--- src/rtl/decoder_pkg.sv ---
// decoder_pkg: fault constants, BIST states and a one-hot helper shared by the decoder and its bench
package decoder_pkg;
   localparam int MAX_IN_W = 8;
   localparam logic FAULT_SA0 = 1'b0;
   localparam logic FAULT_SA1 = 1'b1;
   typedef enum logic [1:0] {IDLE, SWEEP, DRAIN, DONE} state_t;
   function automatic logic [2**MAX_IN_W-1:0] onehot(input logic [MAX_IN_W-1:0] code);
      return {{(2**MAX_IN_W-1){1'b0}}, 1'b1} << code;
   endfunction
endpackage

--- src/rtl/decoder_fault_core.sv ---
// decoder_fault_core: applies the configured stuck-at fault to a code and one-hot encodes the result
module decoder_fault_core
   import decoder_pkg::*;
#(
   parameter int IN_W = 4,
   parameter int FB_W = 2,
   localparam int OUT_W = 2**IN_W
) (
   input  logic [IN_W-1:0]  code,
   input  logic             fault_en,
   input  logic [FB_W-1:0]  fault_bit,
   input  logic             fault_type,
   input  logic             fault_cond,
   output logic [OUT_W-1:0] onehot_out
);
   logic [IN_W-1:0] mask;
   logic [IN_W-1:0] code_f;
   logic            active;
   always_comb begin
      mask = IN_W'(1) << fault_bit;
      // the MSB condition looks at the unfaulted code, even when the MSB itself is the faulted bit
      active = fault_en & (32'(fault_bit) < IN_W) & (~fault_cond | code[IN_W-1]);
      code_f = !active ? code : (fault_type == FAULT_SA1) ? (code | mask) : (code & ~mask);
      onehot_out = OUT_W'(onehot(MAX_IN_W'(code_f)));
   end
endmodule

--- src/rtl/decoder_nx_fault_bist.sv ---
// decoder_nx_fault_bist: registered one-hot decoder with stuck-at fault injection and a self-test sweep
module decoder_nx_fault_bist
   import decoder_pkg::*;
#(
   parameter int IN_W = 4,
   parameter int FB_W = 2,
   localparam int OUT_W = 2**IN_W
) (
   input  logic             clk,
   input  logic             rst_n,
   input  logic [IN_W-1:0]  d_in,
   input  logic             d_valid,
   output logic [OUT_W-1:0] d_out,
   output logic             d_out_valid,
   input  logic             fault_en,
   input  logic [FB_W-1:0]  fault_bit,
   input  logic             fault_type,
   input  logic             fault_cond,
   input  logic             bist_start,
   output logic             bist_busy,
   output logic             bist_done,
   output logic             bist_pass,
   output logic [IN_W:0]    bist_err_cnt,
   output logic [IN_W-1:0]  bist_first_fail
);
   state_t           state_q, state_d;
   logic [IN_W-1:0]  cnt_q, cnt_d, code_q, code_d, first_fail_q, first_fail_d;
   logic [OUT_W-1:0] d_out_q, d_out_d, core_out;
   logic             d_out_valid_q, d_out_valid_d, cmp_q, cmp_d;
   logic             sh_en_q, sh_en_d, sh_type_q, sh_type_d, sh_cond_q, sh_cond_d;
   logic [FB_W-1:0]  sh_bit_q, sh_bit_d;
   logic [IN_W:0]    err_cnt_q, err_cnt_d;
   logic             pass_q, pass_d, done_q, done_d;
   logic             sweep, mismatch;
   assign sweep = (state_q == SWEEP);
   decoder_fault_core #(.IN_W(IN_W), .FB_W(FB_W)) u_core (
      .code       (sweep ? cnt_q : d_in),
      .fault_en   (sweep ? sh_en_q : fault_en),
      .fault_bit  (sweep ? sh_bit_q : fault_bit),
      .fault_type (sweep ? sh_type_q : fault_type),
      .fault_cond (sweep ? sh_cond_q : fault_cond),
      .onehot_out (core_out)
   );
   always_comb begin
      state_d = state_q;
      cnt_d = cnt_q;
      sh_en_d = sh_en_q;
      sh_bit_d = sh_bit_q;
      sh_type_d = sh_type_q;
      sh_cond_d = sh_cond_q;
      err_cnt_d = err_cnt_q;
      first_fail_d = first_fail_q;
      pass_d = pass_q;
      done_d = 1'b0;
      code_d = sweep ? cnt_q : d_in;
      d_out_d = core_out;
      d_out_valid_d = d_valid & (state_q == IDLE || state_q == DONE);
      // cmp_q marks that d_out_q holds a sweep code, giving one compare per code
      cmp_d = sweep;
      mismatch = cmp_q & (d_out_q != OUT_W'(onehot(MAX_IN_W'(code_q))));
      if (mismatch) begin
         err_cnt_d = err_cnt_q + 1'b1;
         first_fail_d = (err_cnt_q == '0) ? code_q : first_fail_q;
      end
      case (state_q)
         IDLE: if (bist_start) begin
            state_d = SWEEP;
            sh_en_d = fault_en;
            sh_bit_d = fault_bit;
            sh_type_d = fault_type;
            sh_cond_d = fault_cond;
            err_cnt_d = '0;
            first_fail_d = '0;
            pass_d = 1'b0;
            cnt_d = '0;
         end
         SWEEP: begin
            cnt_d = cnt_q + 1'b1;
            state_d = (cnt_q == '1) ? DRAIN : SWEEP;
         end
         DRAIN: state_d = DONE;
         default: begin
            state_d = IDLE;
            done_d = 1'b1;
            pass_d = (err_cnt_q == '0);
         end
      endcase
   end
   always_ff @(posedge clk) begin
      if (!rst_n) begin
         state_q <= IDLE;
         cnt_q <= '0;
         code_q <= '0;
         d_out_q <= '0;
         d_out_valid_q <= 1'b0;
         cmp_q <= 1'b0;
         sh_en_q <= 1'b0;
         sh_bit_q <= '0;
         sh_type_q <= 1'b0;
         sh_cond_q <= 1'b0;
         err_cnt_q <= '0;
         first_fail_q <= '0;
         pass_q <= 1'b0;
         done_q <= 1'b0;
      end else begin
         state_q <= state_d;
         cnt_q <= cnt_d;
         code_q <= code_d;
         d_out_q <= d_out_d;
         d_out_valid_q <= d_out_valid_d;
         cmp_q <= cmp_d;
         sh_en_q <= sh_en_d;
         sh_bit_q <= sh_bit_d;
         sh_type_q <= sh_type_d;
         sh_cond_q <= sh_cond_d;
         err_cnt_q <= err_cnt_d;
         first_fail_q <= first_fail_d;
         pass_q <= pass_d;
         done_q <= done_d;
      end
   end
   assign d_out = d_out_q;
   assign d_out_valid = d_out_valid_q;
   assign bist_busy = (state_q == SWEEP) || (state_q == DRAIN);
   assign bist_done = done_q;
   assign bist_pass = pass_q;
   assign bist_err_cnt = err_cnt_q;
   assign bist_first_fail = first_fail_q;
endmodule

--- config.mk ---
export PLATFORM = sky130hd
export DESIGN_NAME = decoder_nx_fault_bist
export DESIGN_NICKNAME = d
export VERILOG_FILES = /design/src/rtl/decoder_pkg.sv /design/src/rtl/decoder_fault_core.sv /design/src/rtl/decoder_nx_fault_bist.sv
export SDC_FILE = /design/constraint.sdc
export NUM_CORES = 1
export LEC_CHECK = 0
export BUFFER_PORTS_ARGS = -buffer_cell sky130_fd_sc_hd__buf_4
export CELL_PAD_IN_SITES_DETAIL_PLACEMENT = 0
export CELL_PAD_IN_SITES_GLOBAL_PLACEMENT = 1
export CORE_MARGIN = 1.5
export CORE_UTILIZATION = 46
export CTS_BUF_LIST = sky130_fd_sc_hd__clkbuf_4
export CTS_CLUSTER_SIZE = 10
export DETAILED_ROUTE_END_ITERATION = 10
export PLACE_DENSITY_LB_ADDON = 0.08
export SYNTH_ARGS = -nofsm -noshare
export SYNTH_HDL_FRONTEND = slang
export SYNTH_SLANG_ARGS = --single-unit
--- constraint.sdc ---
create_clock -name clk -period 4.1 [get_ports clk]
set_input_delay 0 -clock clk [delete_from_list [all_inputs] [get_ports clk]]
set_output_delay 0 -clock clk [all_outputs]
set_load 0.03 [all_outputs]
==> impl_metrics.yaml <==
sta:
  fin_crit_sh_pct: 73.41
  relSlewSlack_pct: 38.91
  setup_tns_ns: 0
  maxSlewViolCount: 0
  timing.fmax_ghz: 0.3323
  rsz0062_at_grt: "false"
  setup-violations-final: 0
  hold_viol_final: 0
  worst_pin_slew_ns: 0.9163
  skew_ns: 0.005983
  finalCriticalPeriod_ns: 3.010
clock_tree:
  cts_tree: "done"
  htree_levels: 2
  clk_latency_ns: 0.35
  cts_made_buffers: 5
  cts_root_buf: "clkbuf_4"
  cts_buffer_depth: 2
  clock_sinks: 44
  cts_setup_buffers: 0
  clkTransAtPathRegs_ns: 0.13
min_path:
  holdPathStages: 3
  hp-class: "input pin to flop"
power_and_ir_drop:
  ir_drop_mv: 0.1676
  p_per_area_nw_per_um2: 320.3
  p_leak_nw: 1.161
layout:
  nNetsFinal: 355
  antenna-diode-count: 0
  drive_above_1_share_pct: 17.31
  syn_to_final_growth_pct: 21.54
  stdcell_count: 405
grt:
  grt-ovfl-total: 0
  grt_max_degree: 27
  grt_pass1_vias: 1891
  antenna_found_initial: 0
  track_usage_pct: 19.73
  grt_pass1_wl_mm: 8.625
worst_setup_path:
  worst-r2r-cell-count: 8
  required_ns: 4.36
  worst-path-stages: 8
  critical-path-max-stage-delay_ns: 0.77
  cp_num_buf_inv: 1
  cp_slowest_cell: "ha_1"
  start_kind: "flop"
  crit_type: "flop to flop"
  cp_top_family: "compound AO/OA/AOI/OAI gates"
  crit_path_cell_trace: "inv_1 -> ha_1 -> o211ai_1 -> o22ai_1 -> mux2_2 -> a32oi_1 -> nand2b_1 -> o21ba_2"
  arrival_ns: 3.27
  path_max_fanout: 26
  end_kind: "flop"
logic_synthesis:
  syn_nets: 309
  post-synth-top-count-cell: "dfxtp_1"
  yosysWarningCount: 0
  yosys_register_bits: 44
  async_flop_share_pct: 0
  synth-main-ff-cell: "dfxtp_1"
  synth_cells: 288
  yosysTopAreaCell: "dfxtp_1"
  syn_area_per_cell_um2: 8.372
  yosys-top-cells-area: "dfxtp_1, nor2_1, nand2_1"
  synth_area_um2: 2411
  ys_types: 57
  synthTopCellsByCount: "dfxtp_1, nor2_1, nand2_1"
  yosys.area.top_type_share_pct: 36.53
  synth-edff-count: 0
  ys_seq_area_share_pct: 36.53
route:
  dr.pass1.iters: 7
  routed_wl_mm: 5.349
  via_per_inst: 5.306
  drt_iter0_drc: 78
  postRouteAntennaNets: 0
  vias: 2149
  post_drt_wl_per_cell_um: 13.21
  drc: 0
floorplan:
  die_x_um: 75.40
  die_h_um: 75.40
  dieArea_um2: 5684
  rows: 26
  core_area_um2: 5075
  start_util_pct: 47.51
  io_pins: 42
placed_design:
  dp_hpwl_mm: 3.932
  dp_cells: 385
  gp_congestion: 0.7582
  portBuffers: 41
outcome:
  status: "finished, final reports clean"
job:
  cap_violations: 0
[final timing paths]
path | startpoint | to | slack, ns
min reg2reg | bist_first_fail[3]$_SDFF_PN0_ | bist_first_fail[3]$_SDFF_PN0_ | 0.47
min | d_in[0] | code_q[0]$_SDFF_PN0_ | 0.04
max reg2reg | state_q[1]$_SDFFE_PN0N_ | d_out[11]$_SDFF_PN0_ | 1.09
max | state_q[1]$_SDFFE_PN0N_ | d_out[11]$_SDFF_PN0_ | 1.09
[final cells by class]
type                    count  area (um2)
clock buffers               5       37.54
clock inverters             3       37.54
fillers                   512        2145
inverters                  12       45.04
multi-input cells         218        1414
flip-flops and latches     44       880.8
well taps                  70       87.58
repair buffers             53       427.9
[report_power, final]
part           internal [W]  switching, W  total, W
Combinational     0.0000893      0.000117  0.000206
Clock              0.000125      0.000140  0.000264
Sequential         0.000445     0.0000239  0.000469
[cell usage in the layout (no fill, tap or decap), types with 3 or more instances in the layout]
cell type      netlist  routed
nand3b_1             4       4
ha_1                 8       8
a22oi_1              3       3
and2_1              10      10
nand2b_1             9       9
a21oi_1             12      12
dfxtp_1             44      44
nor2_1              35      35
dlygate4sd3_1        0      12
inv_1               12      12
mux2_2               6       6
and4b_1              3       3
nand3_1             10      10
o21ai_0             12      12
clkbuf_4             0       5
buf_4                0      41
nor2b_1              6       6
nor3_1               4       4
o22ai_1              5       5
a21boi_0             7       7
or3_1                3       3
mux2i_1              9       9
a32oi_1              5       5
nand2_1             27      27
[flip-flops by register name (all words and copies together), names as in the netlist]
signal / flops
bist_first_fail: 4
sh_cond_q: 1
d_out_valid: 1
bist_pass: 1
sh_en_q: 1
bist_err_cnt: 5
state_q: 2
sh_type_q: 1
sh_bit_q: 2
cnt_q: 4
cmp_q: 1
bist_done: 1
d_out: 16
code_q: 4
[worst register-to-register path: stages (launching register included)]
cell	delay (ns)
dfxtp_1	0.36
inv_1	0.12
ha_1	0.78
o211ai_1	0.25
o22ai_1	0.48
mux2_2	0.41
a32oi_1	0.19
nand2b_1	0.18
o21ba_2	0.17
[kinds of logic after synthesis]
group	count (synthesis)	synth area share [%]
xor+xnor	2	0.7267
flops	44	36.53
mux	15	6.539
fa+ha+maj	8	4.152
buf+inv	26	4.826
simple gates	124	26.88
compound gates	69	20.34
[metrics by stage]
step | total power [W] | hold WS [ns] | instance area [um2] | setup WS (ns) | util, %
6_report | 0.0009387 | 0.03626 | 2930 | 1.090 | 57.74
5_1_grt | 0.0009884 | 0.01361 | 2930 | 0.8019 | 57.74
4_1_cts | 0.0009467 | 0.01848 | 2930 | 1.114 | 57.74
3_5_place_dp | 0.0006745 | 0.2557 | 2735 | 1.134 | 53.90
3_3_place_gp | 0.0006739 | 0.2383 | 2735 | 1.271 | 53.90
2_1_floorplan | 0.0006212 | 0.1558 | 2411 | 1.730 | -
[repair_timing]
action | CTS | global route
hold endpoints to repair | 7 | 0
hold buffers | 12 | 0
endpoints found under the setup margin | 0 | 0
resized for setup | 0 | 0
[metal layers]
metal | GRT usage (%) | share of wire, %
met1 | 25.02 | 49
met4 | 5.754 | 1.1
met2 | 33.43 | 47
met3 | 4.630 | 3.4
met5 | 0 | 0
No activity file was read; power rests on OpenSTA's default activity.
